===== config.mk =====
export PLATFORM = sky130hd
export DESIGN_NAME = sram_arbiter_2p
export DESIGN_NICKNAME = d
export VERILOG_FILES = /design/src/rtl/sram_arbiter_2p.sv
export SDC_FILE = /design/constraint.sdc
export NUM_CORES = 1
export LEC_CHECK = 0
export ABC_AREA = 1
export BUFFER_PORTS_ARGS = -buffer_cell sky130_fd_sc_hd__buf_2
export CAP_MARGIN = 20
export CORE_AREA = 2 2 48 50
export CTS_BUF_LIST = sky130_fd_sc_hd__clkbuf_4
export CTS_CLUSTER_DIAMETER = 60
export DETAILED_ROUTE_END_ITERATION = 8
export DIE_AREA = 0 0 50 52
export PLACE_DENSITY = 0.82
export SYNTH_ARGS = -nofsm -noshare
export SYNTH_HDL_FRONTEND = slang
export SYNTH_SLANG_ARGS = --single-unit

===== constraint.sdc =====
create_clock -name clk -period 2.4 [get_ports clk]
set_clock_uncertainty 0.1 [all_clocks]
set_input_delay 0.12 -clock clk [delete_from_list [all_inputs] [get_ports clk]]
set_output_delay 0.12 -clock clk [all_outputs]
set_load 0.05 [all_outputs]

===== src/rtl/sram_arbiter_2p.sv =====
// Two-requester round-robin arbiter and access sequencer for a 16x4 SRAM.
// Latency: grant one edge after req is sampled, done ACC_CYCLES edges after grant.
// Backpressure: requests are sampled only while idle; a requester holds its command until gnt.
module sram_arbiter_2p #(
   parameter int AW         = 4,
   parameter int DW         = 4,
   parameter int ACC_CYCLES = 2
) (
   input  logic          clk,
   input  logic          rst_n,
   input  logic          req0,
   input  logic          we0,
   input  logic [AW-1:0] addr0,
   input  logic [DW-1:0] wdata0,
   output logic          gnt0,
   output logic          done0,
   input  logic          req1,
   input  logic          we1,
   input  logic [AW-1:0] addr1,
   input  logic [DW-1:0] wdata1,
   output logic          gnt1,
   output logic          done1,
   output logic [DW-1:0] rdata,
   output logic          busy,
   output logic [DW-1:0] mem_inp,
   output logic [AW-1:0] mem_addr,
   output logic          mem_cs,
   output logic          mem_we,
   input  logic [DW-1:0] mem_outp
);

   // Counter is at least one bit wide so ACC_CYCLES = 1 still elaborates.
   localparam int CW = (ACC_CYCLES > 1) ? $clog2(ACC_CYCLES) : 1;
   localparam logic [CW-1:0] LAST = CW'(ACC_CYCLES - 1);

   typedef enum logic {IDLE, ACCESS} state_t;

   state_t        state_q, state_d;
   logic [CW-1:0] cnt_q, cnt_d;
   logic          prio_q, prio_d;     // requester that wins a tie
   logic          owner_q, owner_d;   // requester owning the current access
   logic          gnt0_q, gnt0_d, gnt1_q, gnt1_d;
   logic          done0_q, done0_d, done1_q, done1_d;
   logic          busy_q, busy_d;
   logic          cs_q, cs_d, we_q, we_d;
   logic [AW-1:0] addr_q, addr_d;
   logic [DW-1:0] inp_q, inp_d;
   logic [DW-1:0] rdata_q, rdata_d;
   logic          win;

   // Next-state and output logic: arbitrate in IDLE, count out the access window in ACCESS.
   always_comb begin
      state_d = state_q;
      cnt_d   = cnt_q;
      prio_d  = prio_q;
      owner_d = owner_q;
      gnt0_d  = 1'b0;
      gnt1_d  = 1'b0;
      done0_d = 1'b0;
      done1_d = 1'b0;
      busy_d  = busy_q;
      cs_d    = cs_q;
      we_d    = we_q;
      addr_d  = addr_q;
      inp_d   = inp_q;
      rdata_d = rdata_q;
      win     = 1'b0;
      case (state_q)
         IDLE: begin
            if (req0 || req1) begin
               win     = (req0 && req1) ? prio_q : req1;
               owner_d = win;
               prio_d  = ~win;
               addr_d  = win ? addr1  : addr0;
               inp_d   = win ? wdata1 : wdata0;
               we_d    = win ? we1    : we0;
               cs_d    = 1'b1;
               busy_d  = 1'b1;
               gnt0_d  = ~win;
               gnt1_d  = win;
               cnt_d   = '0;
               state_d = ACCESS;
            end
         end
         ACCESS: begin
            if (cnt_q == LAST) begin
               // Capture read data on the last edge; a write leaves rdata untouched.
               if (!we_q) rdata_d = mem_outp;
               done0_d = ~owner_q;
               done1_d = owner_q;
               cs_d    = 1'b0;
               we_d    = 1'b0;
               busy_d  = 1'b0;
               state_d = IDLE;
            end else begin
               cnt_d = cnt_q + CW'(1);
            end
         end
         default: state_d = IDLE;
      endcase
   end

   // State and registered outputs; reset aborts any access in flight.
   always_ff @(posedge clk or negedge rst_n) begin
      if (!rst_n) begin
         state_q <= IDLE;
         cnt_q   <= '0;
         prio_q  <= 1'b0;
         owner_q <= 1'b0;
         gnt0_q  <= 1'b0;
         gnt1_q  <= 1'b0;
         done0_q <= 1'b0;
         done1_q <= 1'b0;
         busy_q  <= 1'b0;
         cs_q    <= 1'b0;
         we_q    <= 1'b0;
         addr_q  <= '0;
         inp_q   <= '0;
         rdata_q <= '0;
      end else begin
         state_q <= state_d;
         cnt_q   <= cnt_d;
         prio_q  <= prio_d;
         owner_q <= owner_d;
         gnt0_q  <= gnt0_d;
         gnt1_q  <= gnt1_d;
         done0_q <= done0_d;
         done1_q <= done1_d;
         busy_q  <= busy_d;
         cs_q    <= cs_d;
         we_q    <= we_d;
         addr_q  <= addr_d;
         inp_q   <= inp_d;
         rdata_q <= rdata_d;
      end
   end

   assign gnt0     = gnt0_q;
   assign gnt1     = gnt1_q;
   assign done0    = done0_q;
   assign done1    = done1_q;
   assign busy     = busy_q;
   assign mem_cs   = cs_q;
   assign mem_we   = we_q;
   assign mem_addr = addr_q;
   assign mem_inp  = inp_q;
   assign rdata    = rdata_q;

endmodule


After elaboration in Yosys (flattened, before gate mapping) --
Cells that the tools add are included.
Word-level totals: register bits after elaboration 22, output and inout bits 19, logic and storage cells 48
Cells by class: add/sub/neg operators 1, equality and inequality tests 2, mux-type cells 23, bitwise operators 4, reduce and logical (&&, ||, !) cells 5
Operators with widths (count):
- two-way mux 1 bit | 17
- two-way mux 4 bit | 2
- one-hot mux 1 bit (2 select lines) | 4
- NOT 1 bit | 4
- AND reduction 2 bit | 2
- AND reduction 3 bit | 1
- != test 2 x 1 -> 1 bit, second input constant | 1
- != test 2 bit, second input constant | 1
- adder 1 bit, second input constant | 1
- logical AND 1 bit | 1
- logical OR 1 bit | 1

Longest topological paths before layout --
depth after elaboration 5, mapped depth 7, mapped depth without buffers 6

Least setup slack after synthesis --
OpenSTA, ideal clock, no wires.
path kind register to register, start reg we_q, in the netlist mem_we, end reg rdata_q[0], in the netlist rdata[0], arrival 1.100 ns, data required time 2.180 ns, path slack 1.080 ns, stages on the path, launching flop included 5, buffers on the path 1, period minus slack after synthesis 1.320 ns, path through dfrtp_1 -> or2_0 -> buf_6 -> nand2_1 -> o21ai_2
Between the ends: longest elaborated chain between the ends 2
Ends and longest elaborated chain:
- start: declaration | RTL line 45 | logic cs_q, cs_d, we_q, we_d;
- start signal: assignment | RTL line 131 | we_q <= we_d;
- NOT 1 bit (no line)
- AND reduction 3 bit (no line)
- end signal: assignment | RTL line 134 | rdata_q <= rdata_d;
- end: declaration | RTL line 48 | logic [DW-1:0] rdata_q, rdata_d;
No other way between the ends. A chain may end at the register's enable or synchronous reset.

Worst setup path after layout --
start in req0, end reg addr_q[1], in the netlist mem_addr[1]
Between the ends: longest elaborated chain between the ends 3, elaborated cells on any way between the ends 5, classes of those cells mux (2); reduce/logical (3)
Ends and longest elaborated chain:
- start: declaration | RTL line 11 | input logic req0,
- logical AND 1 bit | RTL line 71 | win = (req0 && req1) ? prio_q : req1;
- two-way mux 1 bit | RTL line 71
- two-way mux 4 bit | RTL line 74 | addr_d = win ? addr1 : addr0;
- end signal: assignment | RTL line 132 | addr_q <= addr_d;
- end: declaration | RTL line 46 | logic [AW-1:0] addr_q, addr_d;
Parallel ways exist; a longest one is shown, timed or not.

==> out/results.tsv <==
metric	value	unit
row count	17	
worst-margin pin slew	0.517	ns
Crit Path Class	in2reg	
sum of overflow across all layers after global routing	0	
number of global-route vias before repair	879	
fmax	0.687	GHz
type of destination of the critical path	flop	
clock slew at reported path FFs	0.11	ns
r2r setup slk	0.96	ns
dpl hpwl	1.59	mm
minimum clock period after layout	1.45	ns
max_cap viols	0	
Synth Register Bits	22	
pre-CTS setup slack	0.980	ns
setup violators final	0	
RD Place Congestion	0.831	
latest clock arrival within the worst-skew pair	0.32	ns
floorplan die width	50	um
outcome	complete, no violations	
source of the critical timing path	req0	
Setup crit start kind	primary input	
antenna violations before repair	0	
Hold WC Path Type	in2reg	
headroom to the max-slew limit	65.5	%
clock tree from TritonCTS	yes	
iteration-0 DRC count of the detailed router	23	
detailed-router iteration count before antenna repair	4	
mean instance size in the synthesized netlist	8.04	um2
number of nets in the synthesized netlist	152	
Bufs on Longest Clock Path	2	
Distinct cells, synth	14	
post-synthesis instance total	126	
H-tree levels	1	
share of synthesized area occupied by flip-flops and latches	54.3	%
routed via count divided by cell count	4.60	
global-route wire length before repair	3.51	mm
number of hold violations in the final report	0	
share of post-route cells with drive strength above 1	31.6	%
Power Dens Cells	1470	mW/mm2
post-route worst setup slack	0.945	ns
Mapped Area	0.00101	mm2
Post-Route Utilization	65.2	%
total wirelength of the detailed-routed design	2.10	mm
number of enable flip-flop cells after synthesis	0	
area leader, netlist	sky130_fd_sc_hd__dfrtp_1	
die height	52	um
average detailed-routed wire length per instance	10.2	um
top cells by area, synth	sky130_fd_sc_hd__dfrtp_1, sky130_fd_sc_hd__nand2_1, sky130_fd_sc_hd__inv_1	
P_leak	0.834	nW
leading cell type by number of instances after synthesis	sky130_fd_sc_hd__nand2_1	
global-route usage over all layers	18.3	%
most frequent cells after synthesis	sky130_fd_sc_hd__nand2_1, sky130_fd_sc_hd__inv_1, sky130_fd_sc_hd__dfrtp_1	
initial core utilization	48.1	%
worst path required time	2.51	ns
critical path peak fanout	13	
sum of negative setup slack	0	ns
unrepaired setup endpoints after global routing	false	
DRC violations left	0	
area grow syn2layout	35.4	%
count of antenna-violating nets left after detailed routing	0	
total number of yosys warnings	0	
overall power of the completed layout	0.00201	W
final number of max-transition violations	0	
number of placed cells counting well taps	192	
post-synth top area share	54.3	%
Crit path arrival time	1.57	ns
Post-layout nets	204	
number of buffer cells added on primary ports	44	
largest net degree at the start of global routing	23	
ant diodes	0	
number of non-filler instances in the completed layout	205	
# Post-CTS Setup Buffers	0	
cts bufs inserted	3	
Die Footprint	0.00260	mm2
area of the core region	0.00211	mm2
cell chosen for the clock root	sky130_fd_sc_hd__clkbuf_4	
Max IR drop VDD	0.000733	V
most used flip-flop cell after synthesis	sky130_fd_sc_hd__dfrtp_1	
CTS sink count	22	
number of vias after detailed routing	942	
Top Ports	45	
async set-reset flop share out of synthesis	100	%
source of the worst register-to-register timing path	state_q	
HP Start	addr0[0]	
portion of the clock cycle consumed by the worst path in the final layout	60.6	%
## logic make-up after synthesis
family,synth area share [%]
simple gates,27.4
flops,54.3
buf+inv,13.8
compound gates,4.44
## worst paths after layout
| kind | to | cells past startpoint |
|---|---|---|
| max in group asynchronous | mem_addr[1] | 2 |
| min in group asynchronous | done1 | 2 |
| max reg2reg | mem_addr[1] | 4 |
| max | mem_addr[1] | 7 |
| min reg2reg | done0 | 1 |
| min | mem_addr[0] | 5 |
## where the power goes
group | switching [W] | total, W | internal [W]
Clock | 0.000117 | 0.000286 | 0.000169
Combinational | 0.000834 | 0.00108 | 0.000247
Sequential | 0.0000991 | 0.000644 | 0.000545
## sequential cells by signal, summed over array words and instances (netlist names)
signal / flops
mem_cs: 1
mem_addr: 4
done1: 1
rdata: 4
owner_q: 1
mem_we: 1
state_q: 1
gnt1: 1
gnt0: 1
done0: 1
mem_inp: 4
cnt_q: 1
prio_q: 1
## repair_timing
action	in CTS	in global routing
gates resized for setup	0	0
endpoints found under the hold margin	30	0
hold buffers	9	0
## layout make-up
class | count | area (um2)
clock inverters | 1 | 30.0
clock buffers | 3 | 22.5
well taps | 28 | 35.0
multi-input cells | 71 | 323
flip-flops and latches | 22 | 551
inverters | 27 | 101
fillers | 186 | 733
repair buffers | 53 | 310
## through the flow
step / instance area [um2] / hold WS, ns
6_report: 1370 / 0.00874
5_1_grt: 1370 / 0.0385
4_1_cts: 1370 / 0.00268
3_5_place_dp: 1230 / 0.00278
3_3_place_gp: 1230 / -0.0115
2_1_floorplan: 1010 / -0.276
## cells in the final DEF (no fill, tap or decap), drive strengths merged
| master | netlist | layout |
|---|---|---|
| buf | 6 | 44 |
| nand2 | 38 | 38 |
| inv | 27 | 27 |
| dfrtp | 22 | 22 |
| nand3 | 19 | 19 |
| dlygate4sd3 | 0 | 9 |
| nor2 | 7 | 7 |
| o21ai | 6 | 6 |
| clkbuf | 0 | 3 |
| or2 | 1 | 1 |
| bufinv | 0 | 1 |
## metal layers
layer	vias up	wire (um)	global-route usage, %
li1	474	-	-
met1	412	928	22.4
met2	51	938	29.4
met3	5	174	3.45
met4	0	54	12.0
met5	-	0	0
## critical path: stages
cell	delay [ns]
sky130_fd_sc_hd__dlygate4sd3_1	0.52
sky130_fd_sc_hd__buf_2	0.12
sky130_fd_sc_hd__nor2_1	0.05
sky130_fd_sc_hd__nor2_2	0.40
sky130_fd_sc_hd__inv_2	0.20
sky130_fd_sc_hd__nand2_1	0.11
sky130_fd_sc_hd__nand2_1	0.06
No activity file was read; power rests on OpenSTA's default activity.
